[config.mk]
export PLATFORM = sky130hd
export DESIGN_NAME = generation_counter
export DESIGN_NICKNAME = d
export VERILOG_FILES = /design/src/rtl/gol_pkg.sv /design/src/rtl/generation_counter_bcd_digit.sv /design/src/rtl/generation_counter.sv
export SDC_FILE = /design/constraint.sdc
export NUM_CORES = 1
export LEC_CHECK = 0
export ABC_AREA = 0
export BUFFER_PORTS_ARGS = -buffer_cell sky130_fd_sc_hd__buf_4
export CAP_MARGIN = 20
export CORE_MARGIN = 8
export CORE_UTILIZATION = 59
export DETAILED_ROUTE_END_ITERATION = 10
export GPL_TIMING_DRIVEN = 0
export PLACE_DENSITY = 0.8
export SYNTH_ARGS = -nofsm -noshare
export SYNTH_HDL_FRONTEND = slang
export SYNTH_SLANG_ARGS = --single-unit
[constraint.sdc]
create_clock -name clk -period 3.3 [get_ports clk]
set_input_delay 0.495 -clock clk [delete_from_list [all_inputs] [get_ports clk]]
set_output_delay 0.495 -clock clk [all_outputs]
set_load 0.01 [all_outputs]
[src/rtl/gol_pkg.sv]
// Shared constants for the Game of Life generation counter: BCD digit limit,
// rate_sel encodings and the default per-generation clock divider.
package gol_pkg;

    localparam logic [3:0] BCD_MAX = 4'd9;

    localparam logic [1:0] RATE_X1 = 2'd0;
    localparam logic [1:0] RATE_X2 = 2'd1;
    localparam logic [1:0] RATE_X4 = 2'd2;
    localparam logic [1:0] RATE_X8 = 2'd3;

    localparam int unsigned DEFAULT_TICK_DIV = 100_000_000;

endpackage

[src/rtl/generation_counter_bcd_digit.sv]
// One decimal digit of the generation count: increments on carry-in, rolls
// 9 -> 0 and raises a combinational carry-out so a full ripple settles in one cycle.
module bcd_digit
    import gol_pkg::*;
(
    input  logic       clk,
    input  logic       rst,
    input  logic       clr,
    input  logic       cin,
    output logic [3:0] q,
    output logic       cout
);

    assign cout = cin && (q == BCD_MAX);

    // NOTE: registered state uses non-blocking assignments so every flop samples pre-edge values.
    always_ff @(posedge clk) begin
        if (rst || clr) begin
            q <= 4'd0;
        end else if (cin) begin
            q <= (q == BCD_MAX) ? 4'd0 : q + 4'd1;
        end
    end

endmodule

[src/rtl/generation_counter.sv]
// Multi-digit BCD generation counter with programmable step rate, run/pause,
// single-step, clear, a per-generation tick and an all-nines wrap pulse.
module generation_counter
    import gol_pkg::*;
#(
    parameter int unsigned TICK_DIV = DEFAULT_TICK_DIV,
    parameter int unsigned DIGITS   = 4,
    parameter int unsigned PRESC_W  = 27
) (
    input  logic                  clk,
    input  logic                  rst,
    input  logic                  run,
    input  logic                  step,
    input  logic                  clear,
    input  logic [1:0]            rate_sel,
    output logic                  tick,
    output logic                  wrap,
    output logic [4*DIGITS-1:0]   bcd
);

    localparam logic [PRESC_W-1:0] DIV = PRESC_W'(TICK_DIV);
    localparam logic [PRESC_W-1:0] ONE = PRESC_W'(1);

    logic [PRESC_W-1:0] presc;
    logic [PRESC_W-1:0] term;
    logic               step_q;
    logic               step_rise;
    logic               at_term;
    logic               advance;
    logic [DIGITS:0]    carry;

    // NOTE: assigning a default before the case keeps this block free of inferred latches.
    always_comb begin
        term = DIV - ONE;
        case (rate_sel)
            RATE_X1: term = DIV - ONE;
            RATE_X2: term = (DIV >> 1) - ONE;
            RATE_X4: term = (DIV >> 2) - ONE;
            RATE_X8: term = (DIV >> 3) - ONE;
            default: term = DIV - ONE;
        endcase
    end

    // >= rather than == so a shorter period selected mid-count fires at once.
    assign at_term   = (presc >= term);
    assign step_rise = step && !step_q;
    assign advance   = run ? at_term : step_rise;

    always_ff @(posedge clk) begin
        if (rst || clear || !run || at_term) begin
            presc <= '0;
        end else begin
            presc <= presc + ONE;
        end
    end

    always_ff @(posedge clk) begin
        if (rst) begin
            step_q <= 1'b0;
        end else begin
            step_q <= step;
        end
    end

    always_ff @(posedge clk) begin
        if (rst || clear) begin
            tick <= 1'b0;
            wrap <= 1'b0;
        end else begin
            tick <= advance;
            wrap <= carry[DIGITS];
        end
    end

    assign carry[0] = advance;

    for (genvar i = 0; i < DIGITS; i++) begin : g_digit
        bcd_digit u_digit (
            .clk  (clk),
            .rst  (rst),
            .clr  (clear),
            .cin  (carry[i]),
            .q    (bcd[4*i +: 4]),
            .cout (carry[i+1])
        );
    end

endmodule

==> flow_results.xml, run 1 <==
<?xml version="1.0" encoding="UTF-8"?>
<metrics>
  <group name="sta">
    <metric name="max_clock_freq" unit="MHz">339</metric>
    <metric name="final-hold-violation-count" unit="">0</metric>
    <metric name="final_number_of_setup_violating_endpoints" unit="">0</metric>
    <metric name="rsz0062_at_grt" unit="">no</metric>
    <metric name="timing.hold.ws" unit="ns">0.390</metric>
    <metric name="worst_pin_slew" unit="ns">0.673</metric>
    <metric name="worst_slew_margin_rel" unit="%">55.0</metric>
    <metric name="slew_viol_final" unit="">0</metric>
    <metric name="post-route-period-util" unit="%">89.4</metric>
    <metric name="setup_total_negative_slack" unit="ns">0</metric>
    <metric name="period_minus_slack" unit="ns">2.95</metric>
    <metric name="worst_case_clock_skew" unit="ns">0.00315</metric>
  </group>
  <group name="min_path">
    <metric name="min_path_type" unit="">in2reg</metric>
    <metric name="worst_hold_path.num_cells" unit="">2</metric>
  </group>
  <group name="synth">
    <metric name="synth_warnings" unit="">0</metric>
    <metric name="yosys_register_bits" unit="">46</metric>
    <metric name="average_footprint_of_a_synthesized_cell" unit="sq um">8.73</metric>
    <metric name="share_of_flip_flops_with_an_asynchronous_set_or_reset_after_synthesis" unit="%">0</metric>
    <metric name="synth-edff-count" unit="">0</metric>
    <metric name="synthCells" unit="">307</metric>
    <metric name="post_synth_num_cell_types" unit="">58</metric>
    <metric name="synthDominantAreaCellType" unit="">dfxtp_1</metric>
    <metric name="synthTopCellsByArea" unit="">dfxtp_1 (34%), ha_1 (6.5%), nor2_1 (5.7%)</metric>
    <metric name="top_cells_by_instance_count_after_synthesis" unit="">dfxtp_1 (46), nor2_1 (41), nand3_1 (21), inv_1 (17)</metric>
    <metric name="yosysSeqAreaShare" unit="%">34.3</metric>
    <metric name="netlist_area" unit="sq um">2680</metric>
    <metric name="ys.flop_type" unit="">dfxtp_1</metric>
    <metric name="post-synth-top-area-fraction" unit="%">34.3</metric>
    <metric name="synth_nets" unit="">328</metric>
    <metric name="cell_with_the_most_instances_after_synthesis" unit="">dfxtp_1</metric>
  </group>
  <group name="die">
    <metric name="fp.dieArea" unit="sq um">6960</metric>
    <metric name="number_of_placement_rows" unit="">24</metric>
    <metric name="design.core.area" unit="sq um">4350</metric>
    <metric name="floorplan.initialDensity" unit="%">61.6</metric>
    <metric name="num_ports" unit="">25</metric>
    <metric name="die_width" unit="um">83.4</metric>
    <metric name="die_h" unit="um">83.4</metric>
  </group>
  <group name="clocking">
    <metric name="total_cts_buffers" unit="">5</metric>
    <metric name="tritoncts" unit="">done</metric>
    <metric name="clkSinkCount" unit="">46</metric>
    <metric name="clock_root_buffer_master" unit="">clkbuf_8</metric>
    <metric name="postCtsSetupBuffers" unit="">0</metric>
    <metric name="postCtsHoldBufs" unit="">0</metric>
    <metric name="clk_pin_slew_worst_paths" unit="ns">0.08</metric>
    <metric name="clockBufferDepth" unit="">2</metric>
    <metric name="cts_resized" unit="">0</metric>
    <metric name="worstSkewPairLatency" unit="ns">0.30</metric>
    <metric name="h-tree-depth" unit="">2</metric>
  </group>
  <group name="detailed_routing">
    <metric name="detail-route-antenna-nets" unit="">0</metric>
    <metric name="routed-via-count" unit="">2236</metric>
    <metric name="vias_per_cell" unit="">5.73</metric>
    <metric name="drtIter0Drc" unit="">137</metric>
    <metric name="wl" unit="um">5500</metric>
    <metric name="wl_per_cell" unit="um">14.1</metric>
    <metric name="remaining_drcs" unit="">0</metric>
    <metric name="drt_first_pass_iters" unit="">4</metric>
  </group>
  <group name="worst_setup_path">
    <metric name="timing.critical_path.max_delay_family" unit="">compound AO/OA/AOI/OAI gates</metric>
    <metric name="worstSetupEndpointType" unit="">flop</metric>
    <metric name="crit_path_top_delay_cell" unit="">a221oi_1</metric>
    <metric name="startpoint_type" unit="">input pin</metric>
    <metric name="cp.arrival" unit="ns">3.18</metric>
    <metric name="crit_path_cell_trace" unit="">buf_4 &gt; buf_2 &gt; inv_1 &gt; nand2_1 &gt; inv_1 &gt; ha_1 &gt; and4_1 &gt; a221oi_1 &gt; a311oi_2 &gt; a21oi_4 &gt; nand3_2 &gt; buf_2 &gt; nor2_1</metric>
    <metric name="worst-path-stages" unit="">13</metric>
    <metric name="worst-path-max-fanout" unit="">10</metric>
    <metric name="critPathMaxStageDelay" unit="ns">0.35</metric>
    <metric name="setup.worst_path.class" unit="">in2reg</metric>
    <metric name="crit_required" unit="ns">3.53</metric>
    <metric name="cp.buffers_inverters" unit="">5</metric>
    <metric name="rr_worst_depth" unit="">8</metric>
  </group>
  <group name="placement">
    <metric name="place.gp.congestion" unit="">0.809</metric>
    <metric name="io_buffer_count" unit="">24</metric>
    <metric name="dp.final_hpwl" unit="um">4110</metric>
  </group>
  <group name="global_route">
    <metric name="global_route.usage.met1" unit="%">21.1</metric>
    <metric name="grt_max_degree" unit="">14</metric>
    <metric name="groute.layer.met3.usage" unit="%">3.81</metric>
    <metric name="grt_first_pass_wirelength" unit="um">9780</metric>
    <metric name="antenna_found_initial" unit="">0</metric>
    <metric name="grt_util_met2" unit="%">26.2</metric>
    <metric name="globalRouteOverflowTotal" unit="">0</metric>
    <metric name="gr-max-usage-layer" unit="">met2</metric>
    <metric name="first_global_vias" unit="">2129</metric>
    <metric name="global_route_usage_sum" unit="%">16.3</metric>
  </group>
  <group name="final_layout">
    <metric name="fillCellCount" unit="">346</metric>
    <metric name="nets" unit="">359</metric>
    <metric name="post-route-util" unit="%">69.8</metric>
    <metric name="insertedDiodeCount" unit="">0</metric>
    <metric name="drive_gt1_share" unit="%">17.2</metric>
    <metric name="area_growth" unit="%">13.3</metric>
  </group>
  <group name="power_and_ir_drop">
    <metric name="power_per_cell_area" unit="nW/um^2">348</metric>
    <metric name="vdd.ir_drop.worst" unit="V">0.000208</metric>
    <metric name="total_leakage_power" unit="nW">1.12</metric>
  </group>
  <group name="outcome">
    <metric name="status" unit="">finished clean</metric>
  </group>
  <group name="job">
    <metric name="cap_viol_max_count" unit="">0</metric>
  </group>
</metrics>
-- metrics by stage --
step | std cells | setup WS [ns] | power [W] | cell area [sq um]
floorplan | 307 | 0.589 | 0.000621 | 2680
finish | 390 | 0.349 | 0.00106 | 3040
global route | 390 | 0.121 | 0.00110 | 3040
global placement | 383 | 0.125 | 0.000642 | 2930
detailed placement | 383 | 0.105 | 0.000644 | 2930
CTS | 390 | 0.356 | 0.00107 | 3040
-- area by class of cell --
cell class / instances / area [sq um] / share of cell area (%)
buffer: 10 / 61.3 / 2.02
clock buffer: 6 / 82.6 / 2.72
clock inverter: 1 / 30.0 / 0.988
inverter: 17 / 63.8 / 2.10
multi-input combinational: 234 / 1640 / 53.8
sequential: 46 / 921 / 30.3
tap: 52 / 65.1 / 2.14
timing repair buffer: 24 / 180 / 5.93
-- worst reg2reg max path, cell delays in order (launching register included) --
cell,delay (ns)
dfxtp_1,0.46
ha_1,0.30
and4_1,0.22
a221oi_1,0.35
a311oi_2,0.19
a21oi_4,0.33
nand3_2,0.28
buf_2,0.31
nor2_1,0.13
-- path summary, 6_finish.rpt --
| check | from | to | slack, ns |
|---|---|---|---|
| min | rst | step_q | 0.39 |
| max | rate_sel[1] | presc[20] | 0.35 |
| max reg2reg | presc[18] | presc[20] | 0.66 |
| min reg2reg | presc[0] | presc[0] | 0.48 |
-- metal layers --
layer / part of all wire, % / routed length (um)
met5: 0 / 0
met4: 0.91 / 50
met3: 2.8 / 154
met2: 47 / 2580
met1: 49 / 2710
-- power by group --
group	internal [W]	switching, W
sequential	0.000557	0.00000233
clock	0.000242	0.000185
combinational	0.0000278	0.0000434
-- cell families (layout without fill, tap and decap cells) --
logic type | count (synthesis) | count (layout) | synth area share [%]
AO/OA/AOI/OAI | 41 | 41 | 12.4
XOR/XNOR | 28 | 28 | 9.15
adder cells (fa/ha/maj) | 15 | 15 | 6.91
buffers and inverters | 27 | 58 | 4.67
flip-flops | 46 | 46 | 34.3
multiplexers | 9 | 9 | 3.36
AND/OR/NAND/NOR | 141 | 141 | 29.2
-- layout by cell type (no fill, tap or decap), drive strengths merged, types with 2 or more instances in the layout --
cell	synthesis	routed
o2111ai	2	2
nand2	16	16
and4	6	6
nor2	41	41
buf	7	31
ha	14	14
xnor2	14	14
or3	6	6
xor2	14	14
mux2i	9	9
nor3	8	8
nor4	2	2
a31oi	4	4
clkbuf	3	9
dfxtp	46	46
a211oi	4	4
or2	3	3
o21a	2	2
a21oi	10	10
nand3	22	22
nor3b	5	5
nor4b	2	2
and3	3	3
nand4	15	15
nor2b	5	5
inv	17	17
nand3b	2	2
and2	3	3
a21o	2	2
a31o	2	2
o21ai	5	5
-- state kept, by name (all words and copies together) (netlist names) --
name,flops
tick,1
presc,27
g_digit.u_digit.q,16
step_q,1
wrap,1
(Power assumes the default switching activity.)
==> run 2: changes to the inputs <==
Settings changed: ABC_AREA 0 to 1.
==> run 2 against run 1 <==
  * Fmax up 23%
  * Setup slack better by 0.56 ns
  * Largest cell class unchanged
  * Largest power group unchanged
  * Final cell count up 20%
  * Count of clock-buffer cells in the layout unchanged
  * Clock skew up 0.0016 ns
  * Highest routed layer unchanged
==> flow_results.xml, run 2 <==
<?xml version="1.0" encoding="UTF-8"?>
<metrics>
  <group name="synth">
    <metric name="share_of_flip_flops_with_an_asynchronous_set_or_reset_after_synthesis" unit="%">0</metric>
    <metric name="yosysSeqAreaShare" unit="%">33.0</metric>
    <metric name="post-synth-top-area-fraction" unit="%">33.0</metric>
    <metric name="ys.flop_type" unit="">dfxtp_1</metric>
    <metric name="netlist_area" unit="sq um">2790</metric>
    <metric name="cell_with_the_most_instances_after_synthesis" unit="">nand2_1</metric>
    <metric name="synthTopCellsByArea" unit="">dfxtp_1 (33%), nand2_1 (11%), inv_1 (6.6%)</metric>
    <metric name="synth-edff-count" unit="">0</metric>
    <metric name="top_cells_by_instance_count_after_synthesis" unit="">nand2_1 (79), inv_1 (49), dfxtp_1 (46), nor2_1 (43), nand3_1 (21)</metric>
    <metric name="average_footprint_of_a_synthesized_cell" unit="sq um">7.29</metric>
    <metric name="synth_nets" unit="">404</metric>
    <metric name="synthCells" unit="">383</metric>
    <metric name="synthDominantAreaCellType" unit="">dfxtp_1</metric>
    <metric name="synth_warnings" unit="">0</metric>
    <metric name="yosys_register_bits" unit="">46</metric>
    <metric name="post_synth_num_cell_types" unit="">38</metric>
  </group>
  <group name="die">
    <metric name="fp.dieArea" unit="sq um">7190</metric>
    <metric name="floorplan.initialDensity" unit="%">60.4</metric>
    <metric name="die_h" unit="um">84.8</metric>
    <metric name="num_ports" unit="">25</metric>
    <metric name="design.core.area" unit="sq um">4630</metric>
    <metric name="number_of_placement_rows" unit="">25</metric>
    <metric name="die_width" unit="um">84.8</metric>
  </group>
  <group name="min_path">
    <metric name="min_path_type" unit="">in2reg</metric>
    <metric name="worst_hold_path.num_cells" unit="">2</metric>
    <metric name="worstHoldStart" unit="">rst</metric>
    <metric name="hold_end" unit="">step_q</metric>
  </group>
  <group name="final_layout">
    <metric name="drive_gt1_share" unit="%">20.0</metric>
    <metric name="multiInputGateArea" unit="sq um">1620</metric>
    <metric name="number_of_flip_flops_under_the_largest_register_name" unit="">27</metric>
    <metric name="final_cell_area" unit="sq um">3130</metric>
    <metric name="area_growth" unit="%">12.0</metric>
    <metric name="insertedDiodeCount" unit="">0</metric>
    <metric name="post-route-util" unit="%">67.6</metric>
    <metric name="nets" unit="">435</metric>
    <metric name="layout_commonest_cell" unit="">nand2_1</metric>
    <metric name="fillCellCount" unit="">412</metric>
    <metric name="seqCellArea" unit="sq um">921</metric>
    <metric name="final_cell_mix" unit="">nand2_1 (79), inv_1 (49), dfxtp_1 (46)</metric>
    <metric name="largestRegisters" unit="">presc: 27 flops, g_digit.u_digit.q: 16 flops</metric>
    <metric name="regMostFlops" unit="">presc</metric>
  </group>
  <group name="sta">
    <metric name="worst_slew_margin_rel" unit="%">55.1</metric>
    <metric name="worst_pin_slew" unit="ns">0.669</metric>
    <metric name="slew_viol_final" unit="">0</metric>
    <metric name="setup_total_negative_slack" unit="ns">0</metric>
    <metric name="rsz0062_at_grt" unit="">no</metric>
    <metric name="timing.hold.ws" unit="ns">0.358</metric>
    <metric name="final_number_of_setup_violating_endpoints" unit="">0</metric>
    <metric name="period_minus_slack" unit="ns">2.39</metric>
    <metric name="final-hold-violation-count" unit="">0</metric>
    <metric name="max_clock_freq" unit="MHz">418</metric>
    <metric name="worst_case_clock_skew" unit="ns">0.00471</metric>
    <metric name="post-route-period-util" unit="%">72.6</metric>
  </group>
  <group name="global_route">
    <metric name="grt_max_degree" unit="">15</metric>
    <metric name="grt_first_pass_wirelength" unit="um">9890</metric>
    <metric name="first_global_vias" unit="">2321</metric>
    <metric name="antenna_found_initial" unit="">0</metric>
    <metric name="globalRouteOverflowTotal" unit="">0</metric>
    <metric name="global_route_usage_sum" unit="%">16.4</metric>
  </group>
  <group name="clocking">
    <metric name="postCtsSetupBuffers" unit="">0</metric>
    <metric name="total_cts_buffers" unit="">5</metric>
    <metric name="tritoncts" unit="">done</metric>
    <metric name="worstSkewPairLatency" unit="ns">0.30</metric>
    <metric name="clock_root_buffer_master" unit="">clkbuf_8</metric>
    <metric name="clk_pin_slew_worst_paths" unit="ns">0.08</metric>
    <metric name="cts_resized" unit="">0</metric>
    <metric name="clockBufferDepth" unit="">2</metric>
    <metric name="h-tree-depth" unit="">2</metric>
    <metric name="clkSinkCount" unit="">46</metric>
    <metric name="postCtsHoldBufs" unit="">0</metric>
  </group>
  <group name="power_and_ir_drop">
    <metric name="post-layout-total-power" unit="W">0.000963</metric>
    <metric name="vdd.ir_drop.worst" unit="V">0.000199</metric>
    <metric name="total_leakage_power" unit="nW">1.29</metric>
    <metric name="power_per_cell_area" unit="nW/um^2">308</metric>
  </group>
  <group name="placement">
    <metric name="place.gp.congestion" unit="">0.939</metric>
    <metric name="io_buffer_count" unit="">24</metric>
    <metric name="dpl-instance-area" unit="sq um">3040</metric>
    <metric name="dp.final_hpwl" unit="um">4430</metric>
  </group>
  <group name="worst_setup_path">
    <metric name="rr_worst_depth" unit="">14</metric>
    <metric name="setup.worst_path.class" unit="">in2reg</metric>
    <metric name="startpoint_type" unit="">input pin</metric>
    <metric name="timing.rr.end" unit="">presc[26]</metric>
    <metric name="worstSetupEndpointType" unit="">flop</metric>
    <metric name="worst-path-max-fanout" unit="">6</metric>
    <metric name="cp.arrival" unit="ns">2.58</metric>
    <metric name="r2r-start" unit="">presc[0]</metric>
    <metric name="crit_required" unit="ns">3.48</metric>
    <metric name="r2r_setup_slack" unit="ns">1.11</metric>
  </group>
  <group name="detailed_routing">
    <metric name="routed-via-count" unit="">2411</metric>
    <metric name="wl" unit="um">5620</metric>
    <metric name="drtIter0Drc" unit="">101</metric>
    <metric name="drt_first_pass_iters" unit="">4</metric>
    <metric name="detail-route-antenna-nets" unit="">0</metric>
    <metric name="wl_per_cell" unit="um">12.0</metric>
    <metric name="vias_per_cell" unit="">5.14</metric>
    <metric name="remaining_drcs" unit="">0</metric>
  </group>
  <group name="outcome">
    <metric name="status" unit="">finished clean</metric>
  </group>
  <group name="job">
    <metric name="cap_viol_max_count" unit="">0</metric>
  </group>
</metrics>
==> run 2: changes by cell type in the layout (fill, tap and decap cells not counted), moves of 5 or more <==
cell / change
nand4_1: -6
and4_1: -5
inv_1: +32
nand2_1: +64
mux2i_1: -9
o21ai_0: +7
or3_1: -5
xnor2_1: -10
nor2b_1: -5
nor2_2: +14
a21oi_1: +6
a21oi_2: +6
nor2_4: +7
==> run 2: worst max-delay path by stage <==
| stage | cells past startpoint | from | end |
|---|---|---|---|
| floorplan | 16 | rate_sel[0] | presc[24] |
| global placement | 18 | rate_sel[0] | g_digit[1].u_digit.q[1] |
| detailed placement | 18 | rate_sel[0] | g_digit[1].u_digit.q[1] |
| CTS | 18 | rate_sel[0] | g_digit[1].u_digit.q[1] |
| global route | 18 | rate_sel[0] | g_digit[1].u_digit.q[1] |
| finish | 18 | rate_sel[0] | g_digit[1].u_digit.q[1] |
==> run 2: cell type report <==
cell class                      count  share of cell area (%)
Multi-Input combinational cell    279                    51.9
Sequential cell                    46                    29.4
Clock inverter                      2                   0.440
Clock buffer                        6                    2.32
Buffer                              6                    1.76
Timing Repair Buffer               24                    5.76
Inverter                           52                    6.24
Tap cell                           54                    2.16
==> run 2: power by group <==
group / switching, W / internal [W]
Clock: 0.000189 / 0.000150
Combinational: 0.0000417 / 0.0000240
Sequential: 0.00000161 / 0.000557
==> run 2: worst max-delay path, cell delays in order <==
cell and delay, ns:
buf_4 0.12, inv_2 0.07, nor2_1 0.18, inv_1 0.07, ha_1 0.29, nand2_1 0.06
inv_1 0.07, nand3_2 0.09, nor2_1 0.13, nand3_1 0.10, nor2_1 0.10, nand2_1 0.07
nand4_2 0.15, nand2_1 0.16, inv_1 0.15, nand3_1 0.11, nand3_1 0.10, o21ai_0 0.08
==> run 2: metrics by stage <==
step / setup WS, ns / instances
after floorplan: 1.09 / 383
after global placement: 0.669 / 461
after detailed placement: 0.614 / 461
after CTS: 0.940 / 469
after global routing: 0.691 / 469
final: 0.905 / 469
==> run 2: layer usage <==
| metal | global-route usage [%] | vias up | routed length [um] |
|---|---|---|---|
| li1 | - | 1293 | - |
| met1 | 20.1 | 1072 | 2780 |
| met2 | 27.3 | 38 | 2580 |
| met3 | 3.57 | 8 | 188 |
| met4 | 6.15 | 0 | 72 |
| met5 | 0 | - | 0 |
==> run 2: kinds of logic (layout without fill, tap and decap cells) <==
| family | after synthesis | in the layout | share of synthesized area, % |
|---|---|---|---|
| flops | 46 | 46 | 33.0 |
| buf+inv | 58 | 90 | 8.96 |
| compound gates | 42 | 42 | 9.00 |
| simple gates | 207 | 207 | 37.8 |
| fa+ha+maj | 14 | 14 | 6.27 |
| xor+xnor | 16 | 16 | 5.02 |
==> run 3: changes to the inputs <==
Clock period 3.3 ns to 2.3 ns, I/O delays scaled along.
==> run 3 against run 2 <==
  * Clock power is 44% higher
  * Largest power group unchanged
  * Sequential share of layout area decreased by 0.65 points
  * Register-to-register slack got worse by 0.98 ns
  * Sequential cell count is the same
  * Setup slack worse by 0.77 ns
==> flow_results.xml, run 3 (synthesis gave the netlist of run 2 again) <==
<?xml version="1.0" encoding="UTF-8"?>
<metrics>
  <group name="outcome">
    <metric name="status" unit="">finished clean</metric>
  </group>
  <group name="detailed_routing">
    <metric name="drt_first_pass_iters" unit="">5</metric>
    <metric name="vias_per_cell" unit="">5.17</metric>
    <metric name="wl" unit="um">5840</metric>
    <metric name="drtIter0Drc" unit="">101</metric>
    <metric name="routed-via-count" unit="">2437</metric>
    <metric name="met3_wirelength" unit="um">201</metric>
    <metric name="remaining_drcs" unit="">0</metric>
    <metric name="route.met2.wl" unit="um">2740</metric>
    <metric name="detail-route-antenna-nets" unit="">0</metric>
    <metric name="wl_per_cell" unit="um">12.4</metric>
    <metric name="wirelength_met1" unit="um">2840</metric>
    <metric name="routed.top_layer" unit="">met4</metric>
  </group>
  <group name="worst_setup_path">
    <metric name="startpoint_type" unit="">flop</metric>
    <metric name="setup.worst_path.class" unit="">reg2reg</metric>
    <metric name="startpoint" unit="">presc[0]</metric>
    <metric name="crit_path_cell_trace" unit="">ha_2 &gt; nand2_2 &gt; nor3_2 &gt; nand2_1 &gt; inv_2 &gt; nand3_2 &gt; nor2_4 &gt; nand2_2 &gt; nor2_4 &gt; nand2_2 &gt; nor2_4 &gt; nand4_1 &gt; nor2_1 &gt; nor3b_2</metric>
    <metric name="worst-path-max-fanout" unit="">5</metric>
    <metric name="rr_worst_depth" unit="">14</metric>
    <metric name="cp.arrival" unit="ns">2.37</metric>
    <metric name="r2r-start" unit="">presc[0]</metric>
    <metric name="timing.rr.end" unit="">presc[26]</metric>
    <metric name="cp.buffers_inverters" unit="">1</metric>
    <metric name="r2r_setup_slack" unit="ns">0.13</metric>
    <metric name="timing.critical_path.max_delay_family" unit="">simple AND/OR/NAND/NOR gates</metric>
    <metric name="worstSetupEndpointType" unit="">flop</metric>
    <metric name="worst-path-stages" unit="">14</metric>
    <metric name="crit_required" unit="ns">2.50</metric>
    <metric name="worst_setup_path_endpoint" unit="">presc[26]</metric>
    <metric name="critPathMaxStageDelay" unit="ns">0.36</metric>
    <metric name="crit_path_top_delay_cell" unit="">dfxtp_2</metric>
  </group>
  <group name="die">
    <metric name="die_h" unit="um">84.8</metric>
    <metric name="num_ports" unit="">25</metric>
    <metric name="design.core.area" unit="sq um">4630</metric>
    <metric name="number_of_placement_rows" unit="">25</metric>
    <metric name="floorplan.initialDensity" unit="%">60.4</metric>
    <metric name="fp.dieArea" unit="sq um">7190</metric>
    <metric name="die_width" unit="um">84.8</metric>
  </group>
  <group name="power_and_ir_drop">
    <metric name="post-layout-total-power" unit="W">0.00139</metric>
    <metric name="swShare" unit="%">24.4</metric>
    <metric name="power_per_cell_area" unit="nW/um^2">432</metric>
    <metric name="power.net_switching" unit="W">0.000338</metric>
    <metric name="vdd.ir_drop.worst" unit="V">0.000282</metric>
    <metric name="share_seq_of_total_power" unit="%">57.7</metric>
    <metric name="power_report.internal_total" unit="W">0.00105</metric>
    <metric name="clock_power_share" unit="%">35.1</metric>
    <metric name="total_leakage_power" unit="nW">1.32</metric>
    <metric name="combinationalPowerShare" unit="%">7.2</metric>
  </group>
  <group name="global_route">
    <metric name="globalRouteOverflowTotal" unit="">0</metric>
    <metric name="antenna_found_initial" unit="">0</metric>
    <metric name="grt_max_degree" unit="">15</metric>
    <metric name="first_global_vias" unit="">2321</metric>
    <metric name="grt_first_pass_wirelength" unit="um">9890</metric>
    <metric name="global_route_usage_sum" unit="%">16.4</metric>
  </group>
  <group name="sta">
    <metric name="slew_viol_final" unit="">0</metric>
    <metric name="worst_case_clock_skew" unit="ns">0.00606</metric>
    <metric name="worst_slew_margin_rel" unit="%">54.3</metric>
    <metric name="post-route-period-util" unit="%">94.3</metric>
    <metric name="worst_pin_slew" unit="ns">0.681</metric>
    <metric name="period_minus_slack" unit="ns">2.17</metric>
    <metric name="final-hold-violation-count" unit="">0</metric>
    <metric name="final_number_of_setup_violating_endpoints" unit="">0</metric>
    <metric name="max_clock_freq" unit="MHz">461</metric>
  </group>
  <group name="clocking">
    <metric name="tritoncts" unit="">done</metric>
    <metric name="postCtsHoldBufs" unit="">0</metric>
    <metric name="total_cts_buffers" unit="">5</metric>
    <metric name="clk_pin_slew_worst_paths" unit="ns">0.09</metric>
    <metric name="h-tree-depth" unit="">2</metric>
    <metric name="worstSkewPairLatency" unit="ns">0.30</metric>
    <metric name="clockBufferDepth" unit="">2</metric>
    <metric name="clkSinkCount" unit="">46</metric>
    <metric name="clock_root_buffer_master" unit="">clkbuf_8</metric>
  </group>
  <group name="placement">
    <metric name="io_buffer_count" unit="">24</metric>
    <metric name="dpl-instance-area" unit="sq um">3040</metric>
    <metric name="dp.final_hpwl" unit="um">4430</metric>
    <metric name="place.gp.congestion" unit="">0.939</metric>
  </group>
  <group name="final_layout">
    <metric name="fillCellCount" unit="">396</metric>
    <metric name="seqCellArea" unit="sq um">925</metric>
    <metric name="post-route-util" unit="%">69.4</metric>
    <metric name="multiInputGateArea" unit="sq um">1690</metric>
    <metric name="largestRegisters" unit="">presc: 27 flops, g_digit.u_digit.q: 16 flops</metric>
    <metric name="regMostFlops" unit="">presc</metric>
    <metric name="insertedDiodeCount" unit="">0</metric>
    <metric name="area_growth" unit="%">15.0</metric>
    <metric name="drive_gt1_share" unit="%">23.7</metric>
    <metric name="nets" unit="">437</metric>
    <metric name="final_cell_area" unit="sq um">3210</metric>
    <metric name="number_of_flip_flops_under_the_largest_register_name" unit="">27</metric>
    <metric name="layout_commonest_cell" unit="">nand2_1</metric>
    <metric name="final_cell_mix" unit="">nand2_1 (75), inv_1 (47), dfxtp_1 (43)</metric>
  </group>
  <group name="min_path">
    <metric name="min_path_type" unit="">in2reg</metric>
  </group>
  <group name="job">
    <metric name="cap_viol_max_count" unit="">0</metric>
  </group>
</metrics>
run 3: cell types whose count changed in the layout (fill, tap and decap cells not counted), sizes merged:
cell	before	now
buf	28	30
run 3: stage by stage:
stage | hold slack (ns) | setup TNS, ns | std cells | worst slack, ns
finish | 0.207 | 0 | 471 | 0.131
global route | 0.192 | -0.149 | 471 | -0.0514
global placement | 0.436 | -4.60 | 461 | -0.181
CTS | 0.199 | 0 | 469 | 0.0902
detailed placement | 0.444 | -7.38 | 461 | -0.236
floorplan | 0.417 | 0 | 383 | 0.241
run 3: repair_timing:
| item | CTS | global route |
|---|---|---|
| resized for setup | 0 | 19 |
| buffers inserted | 0 | 2 |
| setup endpoints to repair | 0 | 39 |
run 3: layout make-up:
type                    count  area share, %
multi-input cells         279           52.6
repair buffers             26           6.08
well taps                  54           2.10
flip-flops and latches     46           28.8
plain buffers               6           1.71
inverters                  52           6.08
clock buffers               6           2.26
clock inverters             2          0.429
run 3: worst register-to-register path: stages, from the launching register on:
cell     delay [ns]
dfxtp_2        0.36
ha_2           0.19
nand2_2        0.07
nor3_2         0.19
nand2_1        0.08
inv_2          0.09
nand3_2        0.10
nor2_4         0.12
nand2_2        0.10
nor2_4         0.19
nand2_2        0.10
nor2_4         0.15
nand4_1        0.12
nor2_1         0.16
nor3b_2        0.06
run 3: routing by layer:
metal	GRT usage [%]	vias up
met1	20.1	1084
met3	3.57	6
met4	6.15	0
li1	-	1302
met2	27.3	45
met5	0	-
run 3: worst min-delay path by stage:
stage,start,end,depth (start not counted)
after global routing,rst,step_q,2
after CTS,rst,step_q,2
final,rst,step_q,2
after floorplan,rst,step_q,1
after global placement,presc[0],presc[0],1
after detailed placement,presc[0],presc[0],1
run 3: power groups by stage:
| stage | clock network, W | registers [W] | logic (W) |
|---|---|---|---|
| 4_1_cts | 0.000503 | 0.000801 | 0.0000950 |
| 5_1_grt | 0.000537 | 0.000802 | 0.000112 |
| 2_1_floorplan | 0 | 0.000821 | 0.0000638 |
| 6_report | 0.000487 | 0.000802 | 0.0000995 |
| 3_3_place_gp | 0 | 0.000820 | 0.0000931 |
| 3_5_place_dp | 0 | 0.000820 | 0.0000949 |
